--- src/rtl/sort_pkg.sv ---
// Shared defaults and the streamer state encoding for the sorter, its
// result streamer and their benches.
package sort_pkg;

  localparam int unsigned SORT_WIDTH = 32;
  localparam int unsigned SORT_DEPTH = 16;

  typedef enum logic [1:0] {
    ST_IDLE   = 2'd0,
    ST_STREAM = 2'd1,
    ST_FIN    = 2'd2
  } stream_state_e;

endpackage

--- src/rtl/sort_result_streamer_if.sv ---
// Valid/ready word stream carrying the sorted result out of the streamer.
interface sort_result_streamer_if
  import sort_pkg::*;
#(
  parameter int unsigned WIDTH = SORT_WIDTH
);

  logic             m_valid;
  logic             m_ready;
  logic [WIDTH-1:0] m_data;
  logic             m_last;

  modport master (
    output m_valid,
    output m_data,
    output m_last,
    input  m_ready
  );

  modport slave (
    input  m_valid,
    input  m_data,
    input  m_last,
    output m_ready
  );

endinterface

--- src/rtl/sort_order_check.sv ---
// Flags a transferred word that is smaller (unsigned) than the word transferred
// just before it; the flag clears on each new capture and is otherwise sticky.
module sort_order_check #(
  parameter int unsigned WIDTH = 32
) (
  input  logic             clk,
  input  logic             rst_n,
  input  logic             clear,
  input  logic             xfer,
  input  logic             first,
  input  logic [WIDTH-1:0] word,
  output logic             order_err
);

  logic [WIDTH-1:0] prev_q, prev_d;
  logic             err_q, err_d;

  always_comb begin
    prev_d = prev_q;
    err_d  = err_q;
    if (clear) begin
      err_d = 1'b0;
    end else if (xfer) begin
      prev_d = word;
      if (!first && (word < prev_q)) begin
        err_d = 1'b1;
      end
    end
  end

  always_ff @(posedge clk or negedge rst_n) begin
    if (!rst_n) begin
      prev_q <= '0;
      err_q  <= 1'b0;
    end else begin
      prev_q <= prev_d;
      err_q  <= err_d;
    end
  end

  assign order_err = err_q;

endmodule

--- src/rtl/sort_result_streamer.sv ---
// Captures a completed sort result on the rising edge of done and streams it
// word by word over a valid/ready interface. Define SORT_CHECK_EN for order checking.
module sort_result_streamer
  import sort_pkg::*;
#(
  parameter int unsigned WIDTH = SORT_WIDTH,
  parameter int unsigned DEPTH = SORT_DEPTH
) (
  input  logic                  clk,
  input  logic                  rst_n,
  input  logic                  done,
  input  logic [WIDTH-1:0]      data_out [DEPTH],
  sort_result_streamer_if.master m,
  output logic                  busy,
  output logic                  stream_done,
  output logic                  overrun,
  output logic                  order_err
);

  localparam int unsigned     IDX_W    = (DEPTH > 1) ? $clog2(DEPTH) : 1;
  localparam logic [IDX_W-1:0] LAST_IDX = IDX_W'(DEPTH - 1);

  stream_state_e    state_q, state_d;
  logic [IDX_W-1:0] idx_q, idx_d;
  logic             done_d_q;
  logic             overrun_q, overrun_d;
  logic [WIDTH-1:0] word_buf_q [DEPTH];
  logic [WIDTH-1:0] word_buf_d [DEPTH];

  logic rise, capture, xfer, is_last;

  assign rise    = done && !done_d_q;
  assign capture = rise && (state_q == ST_IDLE);
  assign xfer    = m.m_valid && m.m_ready;
  assign is_last = (idx_q == LAST_IDX);

  always_comb begin
    state_d    = state_q;
    idx_d      = idx_q;
    // A new result arriving while the previous one is still streaming is dropped.
    overrun_d  = overrun_q || (rise && (state_q != ST_IDLE));
    word_buf_d = word_buf_q;
    case (state_q)
      ST_IDLE: begin
        if (capture) begin
          state_d    = ST_STREAM;
          idx_d      = '0;
          word_buf_d = data_out;
        end
      end
      ST_STREAM: begin
        if (xfer) begin
          if (is_last) state_d = ST_FIN;
          else         idx_d   = idx_q + 1'b1;
        end
      end
      ST_FIN:  state_d = ST_IDLE;
      default: state_d = ST_IDLE;
    endcase
  end

  always_ff @(posedge clk or negedge rst_n) begin
    if (!rst_n) begin
      state_q   <= ST_IDLE;
      idx_q     <= '0;
      done_d_q  <= 1'b0;
      overrun_q <= 1'b0;
    end else begin
      state_q   <= state_d;
      idx_q     <= idx_d;
      done_d_q  <= done;
      overrun_q <= overrun_d;
    end
  end

  // Buffer contents are irrelevant after reset, so it carries no reset.
  always_ff @(posedge clk) begin
    word_buf_q <= word_buf_d;
  end

  assign m.m_valid   = (state_q == ST_STREAM);
  assign m.m_data    = (state_q == ST_STREAM) ? word_buf_q[idx_q] : '0;
  assign m.m_last    = (state_q == ST_STREAM) && is_last;
  assign busy        = (state_q != ST_IDLE);
  assign stream_done = (state_q == ST_FIN);
  assign overrun     = overrun_q;

`ifdef SORT_CHECK_EN
  sort_order_check #(
    .WIDTH(WIDTH)
  ) u_order_check (
    .clk      (clk),
    .rst_n    (rst_n),
    .clear    (capture),
    .xfer     (xfer),
    .first    (idx_q == '0),
    .word     (m.m_data),
    .order_err(order_err)
  );
`else
  assign order_err = 1'b0;
`endif

endmodule
--- src/flat_wrapper.sv ---
// flat-port wrapper written by rule: the top's interface ports become plain ports
module sort_result_streamer_flat import sort_pkg::*;
#(
  parameter int unsigned WIDTH = SORT_WIDTH,
  parameter int unsigned DEPTH = SORT_DEPTH
)
  (clk, rst_n, done, data_out, busy, stream_done, overrun, order_err, m_m_valid, m_m_data, m_m_last, m_m_ready);
  sort_result_streamer_if #(.WIDTH(WIDTH)) m_i ();
  input  logic clk;
  input  logic rst_n;
  input  logic done;
  input  logic [WIDTH-1:0] data_out[DEPTH];
  output logic busy;
  output logic stream_done;
  output logic overrun;
  output logic order_err;
  output wire logic [$bits(m_i.m_valid)-1:0] m_m_valid;
  output wire logic [$bits(m_i.m_data)-1:0] m_m_data;
  output wire logic [$bits(m_i.m_last)-1:0] m_m_last;
  input wire logic [$bits(m_i.m_ready)-1:0] m_m_ready;
  assign m_m_valid = m_i.m_valid;
  assign m_m_data = m_i.m_data;
  assign m_m_last = m_i.m_last;
  assign m_i.m_ready = m_m_ready;
  sort_result_streamer #(.WIDTH(WIDTH), .DEPTH(DEPTH)) u_core (.clk(clk), .rst_n(rst_n), .done(done), .data_out(data_out), .m(m_i), .busy(busy), .stream_done(stream_done), .overrun(overrun), .order_err(order_err));
endmodule
--- config.mk ---
export PLATFORM = sky130hd
export DESIGN_NAME = sort_result_streamer_flat
export DESIGN_NICKNAME = d
export VERILOG_FILES = /design/src/rtl/sort_pkg.sv /design/src/rtl/sort_result_streamer_if.sv /design/src/rtl/sort_order_check.sv /design/src/rtl/sort_result_streamer.sv /design/src/flat_wrapper.sv
export SDC_FILE = /design/constraint.sdc
export NUM_CORES = 1
export LEC_CHECK = 0
export ABC_AREA = 1
export CAP_MARGIN = 20
export CORE_MARGIN = 4
export CORE_UTILIZATION = 25
export CTS_CLUSTER_SIZE = 12
export DETAILED_ROUTE_END_ITERATION = 8
export DONT_BUFFER_PORTS = 1
export PLACE_DENSITY = 0.41
export SLEW_MARGIN = 0
export SYNTH_ARGS = -nofsm -noshare
export SYNTH_HDL_FRONTEND = slang
export SYNTH_SLANG_ARGS = --single-unit
export TNS_END_PERCENT = 20
--- constraint.sdc ---
create_clock -name clk -period 26.4 [get_ports clk]
set_input_delay 3.96 -clock clk [delete_from_list [all_inputs] [get_ports clk]]
set_output_delay 3.96 -clock clk [all_outputs]
set_load 0.02 [all_outputs]
==> flow_metrics.py, run 1 <==
metrics = {
    "outcome": {
        "status": "completed",
    },
    "power": {
        "p_int_w": 0.00161,
        "power-per-cell-area_nw_per_um2": 106,
        "power_leakage_nw": 9.83,
        "comb_power_share_pct": 31.8,
        "swShare_pct": 39.3,
        "peakVddDrop_uv": 54.3,
        "switching_power_w": 0.00104,
        "p_seq_share_pct": 36.6,
        "clockPowerShare_pct": 31.6,
        "p_total_w": 0.00265,
    },
    "critical_path": {
        "crit_required_ps": 22440,
        "cp_cell_sequence": "inv_8 > buf_4 > buf_4 > nand2_1 > nand2_1 > nand2_1 > nand3_1 > nand3_1 > a21oi_1",
        "critPathBufInv": 3,
        "cp-end-kind": "output port",
        "cp_max_fo": 122,
        "crit_family": "buffers and inverters",
        "worst_path_most_repeated_cell": "nand2_1",
        "crit_arrival_ps": 4860,
        "crit_path_start_kind": "flop",
        "worstSetupPathType": "reg -> out",
        "crit_slowest_cell": "buf_4",
        "cp_slowest_stage_delay_ps": 760,
    },
    "drt": {
        "drt_first_pass_iters": 5,
        "drtIter0Drc": 1152,
        "drc": 0,
        "drtAntennaViolNets": 0,
        "post_drt_wl_per_cell_um": 23.7,
        "vias_per_cell": 4.39,
        "wl_um": 76900,
        "vias": 14219,
    },
    "placement": {
        "io_buffers": 0,
        "pre_cts_ws_ps": 18090,
        "postPlaceCellArea_um2": 23000,
        "dpl.hpwl_um": 51500,
        "place_congestion": 0.789,
    },
    "clocking": {
        "cts_resized": 0,
        "cts_tree": "done",
        "clk_path_buf_depth": 3,
        "cts_hold_buffers": 0,
        "cts.sinks": 520,
        "clk_latency_ps": 660,
        "cts_buffers": 61,
        "cts-root-buf": "clkbuf_16",
        "clk_pin_slew_ps": 60,
        "post_cts_buffers": 0,
        "h-tree-depth": 2,
    },
    "sta": {
        "tightest_slew_ps": 1220,
        "slew_violations": 0,
        "rsz0062_at_grt": "false",
        "fin_crit_ps": 8820,
        "max_slew_margin_pct": 18.8,
        "fin_crit_sh_pct": 33.4,
        "max_freq_mhz": 113,
        "setup_ws_ps": 17580,
        "finalClockSkew_ps": 15.6,
        "setup_viol": 0,
        "fin_tns_setup_ps": 0,
        "hold_viol": 0,
    },
    "floorplanning": {
        "dieArea_um2": 92800,
        "core_um2": 87000,
        "start_util_pct": 25.3,
        "die_x_um": 305,
        "ios": 554,
        "row_count": 108,
        "dieHeight_um": 305,
    },
    "logic_synthesis": {
        "synth_top_area_cell": "edfxtp_1",
        "mappedNetlistNets": 2563,
        "synth_cell_types": 23,
        "synth_top_area_share_pct": 69.9,
        "postSynthCellCount": 2046,
        "yosysSeqAreaShare_pct": 70.8,
        "synth_area_um2": 22000,
        "avgSynthCellArea_um2": 10.7,
        "yosys_register_bits": 520,
        "synth_area_leaders": "edfxtp_1 (70%), nand2_1 (13%), nand3_1 (7.4%)",
        "synth_warnings": 0,
    },
    "global_route": {
        "grt_overflow": 0,
        "track_usage_pct": 15.9,
        "antenna_found_initial": 50,
        "grt_max_degree": 192,
        "grt_pass1_wl_um": 107000,
        "first_global_vias": 13923,
    },
    "final_layout": {
        "multi_input_area_um2": 4810,
        "post-route-cell-area_um2": 25000,
        "layout_commonest_cell": "nand2_1",
        "final_cell_mix": "nand2_1 (774), edfxtp_1 (512), nand3_1 (324)",
        "num-fill-cells": 9094,
        "seqCellArea_um2": 15600,
        "drive_above_1_share_pct": 5.59,
        "final_nets": 2529,
        "area_growth_pct": 13.8,
    },
    "hold_path": {
        "hold_path_class": "reg -> reg",
    },
    "run": {
        "drv_cap": 0,
    },
}
sequential cells by signal, indices dropped and copies added, names as in the netlist:
signal / cells
u_core.overrun: 1
u_core.idx_q: 4
u_core.word_buf_q: 512
u_core.state_q: 2
u_core.done_d_q: 1
per-layer routing:
metal | up-vias | share of wire, % | routed length, um | GRT usage (%)
met1 | 6924 | 42 | 32500 | 20.0
li1 | 6670 | - | - | -
met3 | 120 | 8.4 | 6420 | 6.26
met5 | - | 0.25 | 193 | 0
met2 | 475 | 47 | 36100 | 25.3
met4 | 30 | 2.2 | 1690 | 5.03
cell usage after synthesis:
| master | n |
|---|---|
| a21oi_1 | 32 |
| buf_1 | 13 |
| buf_2 | 66 |
| buf_4 | 13 |
| buf_6 | 8 |
| buf_8 | 1 |
| clkbuf_1 | 11 |
| conb_1 | 1 |
| dfrtp_1 | 8 |
| edfxtp_1 | 512 |
| ha_1 | 1 |
| inv_1 | 263 |
| inv_4 | 1 |
| nand2_1 | 775 |
| nand3_1 | 324 |
| nor2_1 | 6 |
| nor3_1 | 1 |
| nor3_2 | 1 |
| nor3b_1 | 1 |
| o21ai_0 | 5 |
| o21bai_1 | 1 |
| o221ai_1 | 1 |
| xor2_1 | 1 |
power by group through the flow:
stage	clock network [W]	logic (W)	registers (W)
final	0.000839	0.000843	0.000971
after global routing	0.000909	0.000936	0.000974
after CTS	0.000869	0.000868	0.000973
after detailed placement	0	0.000866	0.000990
after global placement	0	0.000864	0.000990
after floorplan	0	0.000612	0.000958
cell type report:
class	instances	area share [%]
Inverter	264	4.02
Tap cell	1155	5.77
Timing Repair Buffer	15	0.600
Clock inverter	43	1.48
Sequential cell	520	62.3
Clock buffer	67	6.36
Antenna cell	28	0.280
Multi-Input combinational cell	1150	19.2
metrics by stage:
stage | std cells | util (%) | hold WS, ps
floorplan | 2046 | - | 545
global placement | 3104 | 26.4 | 618
detailed placement | 3104 | 26.4 | 619
CTS | 3214 | 28.7 | 619
global route | 3233 | 28.7 | 679
finish | 3242 | 28.8 | 621
final timing paths:
path                                    from                endpoint  slack [ps]  cells after the start
min in group asynchronous              rst_n         u_core.idx_q[0]        2990                      0
max in group asynchronous              rst_n         u_core.idx_q[3]       23320                      0
min                        u_core.state_q[0]          u_core.overrun         620                      2
max                          u_core.idx_q[0]            m_m_data[18]       17580                      9
min reg2reg                u_core.state_q[0]          u_core.overrun         620                      2
max reg2reg                u_core.state_q[1]  u_core.word_buf_q[492]       23060                      5
tightest hold or removal path, cell delays in order, from the launching register on:
cell,delay [ps]
dfrtp_1,370
nor2_1,80
o21bai_1,130
kinds of logic (layout without fill, tap and decap cells):
kind of cell	after synthesis	in the layout	share of synthesized area [%]
AOI/OAI and AO/OA	39	39	0.916
xor gates and xnor gates	1	1	0.0398
adders and majority gates	1	1	0.0569
buffers and inverters	376	389	7.35
DFF	520	520	70.8
other	1	29	0.0171
and+or+nand+nor	1108	1108	20.8
(Power assumes the default switching activity.)
==> run 2: changes to the inputs <==
- clock period: 26.4 -> 8.65 ns (I/O delays scaled with it)
==> run 2 against run 1 <==
  * Hold slack got worse by 270 ps
  * Power rose to 3.1 times the previous value
  * Non-clock buffer count rose by 1
  * Via count up 1.1%
  * Cell count rose by 0.49%
  * Critical path type unchanged
  * Critical endpoint is now m_m_data[1]
==> flow_metrics.py, run 2 (synthesis gave the netlist of run 1 again) <==
metrics = {
    "outcome": {
        "status": "completed",
    },
    "critical_path": {
        "crit_slowest_cell": "dfrtp_4",
        "cp-end-kind": "output port",
        "cp_slowest_stage_delay_ps": 700,
        "worst_path_most_repeated_cell": "nand2_1",
        "crit_arrival_ps": 3900,
        "critPathBufInv": 2,
        "crit_required_ps": 7350,
        "cp_cell_sequence": "inv_8 > buf_12 > nand2_1 > nand2_1 > nand2_1 > nand3_1 > nand3_1 > a21oi_1",
        "crit_path_start_kind": "flop",
        "worstSetupPathType": "reg -> out",
        "cp_max_fo": 130,
        "crit_family": "buffers and inverters",
    },
    "clocking": {
        "cts_tree": "done",
        "cts_resized": 0,
        "h-tree-depth": 2,
        "post_cts_buffers": 0,
        "clk_pin_slew_ps": 60,
        "cts.sinks": 520,
        "clk_latency_ps": 630,
        "cts_hold_buffers": 0,
        "clk_path_buf_depth": 3,
        "cts-root-buf": "clkbuf_16",
        "cts_buffers": 61,
    },
    "power": {
        "p_total_w": 0.00824,
        "clockPowerShare_pct": 31.6,
        "p_int_w": 0.00499,
        "switching_power_w": 0.00325,
        "power_leakage_nw": 9.88,
        "peakVddDrop_uv": 270,
        "power-per-cell-area_nw_per_um2": 328,
        "swShare_pct": 39.5,
        "p_seq_share_pct": 36.0,
        "comb_power_share_pct": 32.5,
    },
    "global_route": {
        "first_global_vias": 14278,
        "track_usage_pct": 16.3,
        "grt_max_degree": 170,
        "antenna_found_initial": 65,
        "grt_pass1_wl_um": 109000,
        "grt_overflow": 0,
    },
    "floorplanning": {
        "die_x_um": 305,
        "core_um2": 87000,
        "ios": 554,
        "start_util_pct": 25.3,
        "dieHeight_um": 305,
        "row_count": 108,
        "dieArea_um2": 92800,
    },
    "drt": {
        "vias": 14382,
        "wl_um": 78200,
        "drc": 0,
        "drt_first_pass_iters": 5,
        "drtAntennaViolNets": 0,
        "vias_per_cell": 4.41,
        "post_drt_wl_per_cell_um": 24.0,
        "drtIter0Drc": 1335,
    },
    "sta": {
        "setup_viol": 0,
        "max_slew_margin_pct": 19.5,
        "tightest_slew_ps": 1210,
        "finalClockSkew_ps": 9.89,
        "fin_crit_sh_pct": 60.0,
        "slew_violations": 0,
        "rsz0062_at_grt": "false",
        "max_freq_mhz": 193,
        "setup_ws_ps": 3460,
        "fin_crit_ps": 5190,
        "hold_viol": 0,
    },
    "run": {
        "drv_cap": 0,
    },
    "final_layout": {
        "seqCellArea_um2": 15600,
        "num-fill-cells": 9078,
        "multi_input_area_um2": 4830,
        "layout.cells.non_filler": 3258,
        "top_register": "u_core.word_buf_q",
        "largestRegisters": "u_core.word_buf_q (512), u_core.idx_q (4), u_core.state_q (2)",
        "final_cell_mix": "nand2_1 (773), edfxtp_1 (512), nand3_1 (324)",
        "layout_commonest_cell": "nand2_1",
        "final_nets": 2530,
        "area_growth_pct": 14.3,
        "largest_register_ffs": 512,
        "drive_above_1_share_pct": 5.72,
    },
    "hold_path": {
        "hold_path_class": "in -> async",
    },
    "placement": {
        "place_congestion": 0.828,
        "dpl.hpwl_um": 53500,
        "pre_cts_ws_ps": 3900,
        "io_buffers": 0,
        "dp.cells": 3105,
    },
}
run 2: metal layers:
metal	wire length (um)	GRT usage [%]
met2	35300	24.9
met5	245	0
met4	2120	5.81
met1	34100	21.6
met3	6470	5.68
run 2: worst paths after layout:
| path | cells past startpoint | to | from | slack [ps] |
|---|---|---|---|---|
| max | 8 | m_m_data[1] | u_core.idx_q[0] | 3460 |
| min | 0 | u_core.overrun | rst_n | 350 |
| max reg2reg | 6 | u_core.idx_q[1] | u_core.idx_q[0] | 5400 |
| min reg2reg | 3 | u_core.overrun | u_core.done_d_q | 580 |
| max in group asynchronous | 0 | u_core.idx_q[3] | rst_n | 8210 |
| min in group clk | 3 | u_core.overrun | u_core.done_d_q | 580 |
run 2: per-stage QoR:
stage	area, um^2	util, %	hold slack, ps	setup TNS [ps]
detailed placement	23000	26.5	569	0
global route	25100	28.8	302	0
floorplan	22000	-	551	-342110
global placement	23000	26.5	567	0
CTS	25000	28.8	285	0
finish	25100	28.9	355	0
run 2: area by class of cell:
cell class                 count  area share, %
antenna                       41          0.408
inverter                     264           4.00
multi-input combinational   1150           19.2
clock inverter                35           1.52
timing repair buffer          16          0.677
sequential                   520           62.0
tap                         1155           5.75
clock buffer                  77           6.43
run 2: power by group through the flow:
stage / registers (W) / clock network, W / logic (W)
2_1_floorplan: 0.00291 / 0 / 0.00187
3_3_place_gp: 0.00301 / 0 / 0.00277
3_5_place_dp: 0.00302 / 0 / 0.00275
4_1_cts: 0.00296 / 0.00269 / 0.00276
5_1_grt: 0.00297 / 0.00281 / 0.00297
6_report: 0.00296 / 0.00260 / 0.00268
run 2: worst reg2reg max path, stage by stage, from the launching register on:
cell	delay, ps
dfrtp_4	790
buf_12	460
ha_1	490
nand3_1	170
nor2_1	490
nor3_2	180
o21ai_0	510
==> run 3: changes to the inputs <==
- clock period: 8.65 -> 4.8 ns (I/O delays scaled with it)
==> run 3 against run 2 <==
  * Design area is 1.4% higher
  * Count of clock-buffer cells in the layout is 3 higher
  * Register-to-register slack worse by 3300 ps
  * Critical path depth is 1 lower
  * Cell count up 0.43%
  * Die area unchanged
  * First-iteration DRC count fell by 10%
  * Clock power rose by 93%
  * Non-clock buffer count is 19 higher
  * Sequential power increased by 76%
  * Power rose by 85%
  * Critical path type unchanged
==> flow_metrics.py, run 3 (synthesis gave the netlist of run 1 again) <==
metrics = {
    "outcome": {
        "status": "completed",
    },
    "critical_path": {
        "crit_family": "simple AND/OR/NAND/NOR gates",
        "worst_path_most_repeated_cell": "nand2_1",
        "cp_cell_sequence": "inv_8 > nand2_1 > nand2_1 > nand2_1 > nand3_1 > nand3_1 > a21oi_1",
        "cp-end-kind": "output port",
        "crit_slowest_cell": "a21oi_1",
        "crit_path_start_kind": "flop",
        "critPathBufInv": 1,
        "cp_max_fo": 143,
        "worstSetupPathType": "reg -> out",
        "cp_slowest_stage_delay_ps": 630,
        "crit_arrival_ps": 3360,
        "crit_required_ps": 4080,
    },
    "sta": {
        "whs_ps": 153,
        "tightest_slew_ps": 1010,
        "fin_crit_sh_pct": 85.1,
        "hold_viol": 0,
        "max_freq_mhz": 245,
        "setup_viol": 0,
        "slew_violations": 0,
        "finalClockSkew_ps": 12.6,
        "fin_tns_setup_ps": 0,
        "rsz0062_at_grt": "false",
        "setup_ws_ps": 717,
        "fin_crit_ps": 4080,
        "max_slew_margin_pct": 32.8,
    },
    "final_layout": {
        "drive_above_1_share_pct": 6.59,
        "final_cell_mix": "nand2_1 (773), edfxtp_1 (512), nand3_1 (324)",
        "largest_register_ffs": 512,
        "largestRegisters": "u_core.word_buf_q (512), u_core.idx_q (4), u_core.state_q (2)",
        "area_growth_pct": 16.0,
        "post-route-cell-area_um2": 25500,
        "top_register": "u_core.word_buf_q",
        "layout_commonest_cell": "nand2_1",
        "final_nets": 2554,
    },
    "placement": {
        "pre_cts_ws_ps": 1270,
        "postPlaceCellArea_um2": 23200,
        "io_buffers": 0,
        "dpl.hpwl_um": 51400,
        "place_congestion": 0.856,
    },
    "drt": {
        "vias_per_cell": 4.36,
        "vias": 14280,
        "drc": 0,
        "wl_um": 75000,
        "drt_first_pass_iters": 5,
        "drtIter0Drc": 1198,
        "drtAntennaViolNets": 0,
        "post_drt_wl_per_cell_um": 22.9,
    },
    "clocking": {
        "post_cts_buffers": 0,
        "h-tree-depth": 3,
        "cts_buffers": 66,
        "cts.sinks": 520,
        "clk_path_buf_depth": 3,
        "cts_resized": 0,
        "cts-root-buf": "clkbuf_16",
        "clk_latency_ps": 600,
        "cts_tree": "done",
        "clk_pin_slew_ps": 50,
    },
    "power": {
        "p_total_w": 0.0153,
        "peakVddDrop_uv": 581,
        "power-per-cell-area_nw_per_um2": 598,
        "power_leakage_nw": 10.1,
    },
    "floorplanning": {
        "dieArea_um2": 92800,
        "core_um2": 87000,
        "die_x_um": 305,
        "dieHeight_um": 305,
        "start_util_pct": 25.3,
        "ios": 554,
        "row_count": 108,
    },
    "global_route": {
        "grt_overflow": 0,
        "grt_max_degree": 162,
        "track_usage_pct": 15.7,
        "antenna_found_initial": 57,
        "grt_pass1_wl_um": 105000,
        "first_global_vias": 14206,
    },
    "hold_path": {
        "hold_path_class": "in -> reg",
    },
    "run": {
        "drv_cap": 0,
    },
}
## run 3: final cells by class
type                    count  area (um^2)
inverters                 264         1010
clock buffers              80         1770
clock inverters            30          394
diodes                     38         95.1
multi-input cells        1150         4830
repair buffers             35          378
fillers                  8971        61500
well taps                1155         1450
flip-flops and latches    520        15600
## run 3: path summary, 6_finish.rpt
path | depth (start not counted) | startpoint | slack, ps | to
min reg2reg | 3 | u_core.done_d_q | 580 | u_core.overrun
min in group asynchronous | 1 | rst_n | 480 | u_core.idx_q[1]
max | 7 | u_core.idx_q[0] | 720 | m_m_data[17]
max reg2reg | 6 | u_core.idx_q[2] | 2150 | u_core.idx_q[0]
max in group asynchronous | 1 | rst_n | 4020 | u_core.idx_q[0]
min | 0 | done | 150 | u_core.done_d_q
## run 3: power breakdown
part / internal (W) / leakage, nW / switching, W
registers: 0.00512 / 4.69 / 0.000106
clock network: 0.00310 / 1.05 / 0.00192
logic: 0.00120 / 4.31 / 0.00381
total: 0.00942 / 10.1 / 0.00584
## run 3: routing by layer
metal,track usage (%),vias to the layer above,share of wire [%],wire [um]
met4,6.23,32,2.9,2160
met2,24.8,551,47,35300
met1,19.6,6805,41,31100
met3,5.74,146,8.4,6290
met5,0,-,0.25,191
li1,-,6746,-,-
## run 3: repair_timing
| action | 4_1_cts | 5_1_grt |
|---|---|---|
| hold endpoints to repair | 8 | 0 |
| endpoints found under the setup margin | 0 | 0 |
| hold buffers | 1 | 0 |
## run 3: metrics by stage
stage	util (%)	cells
2_1_floorplan	-	2046
3_3_place_gp	26.7	3123
3_5_place_dp	26.7	3123
4_1_cts	29.2	3234
5_1_grt	29.3	3259
6_report	29.3	3272
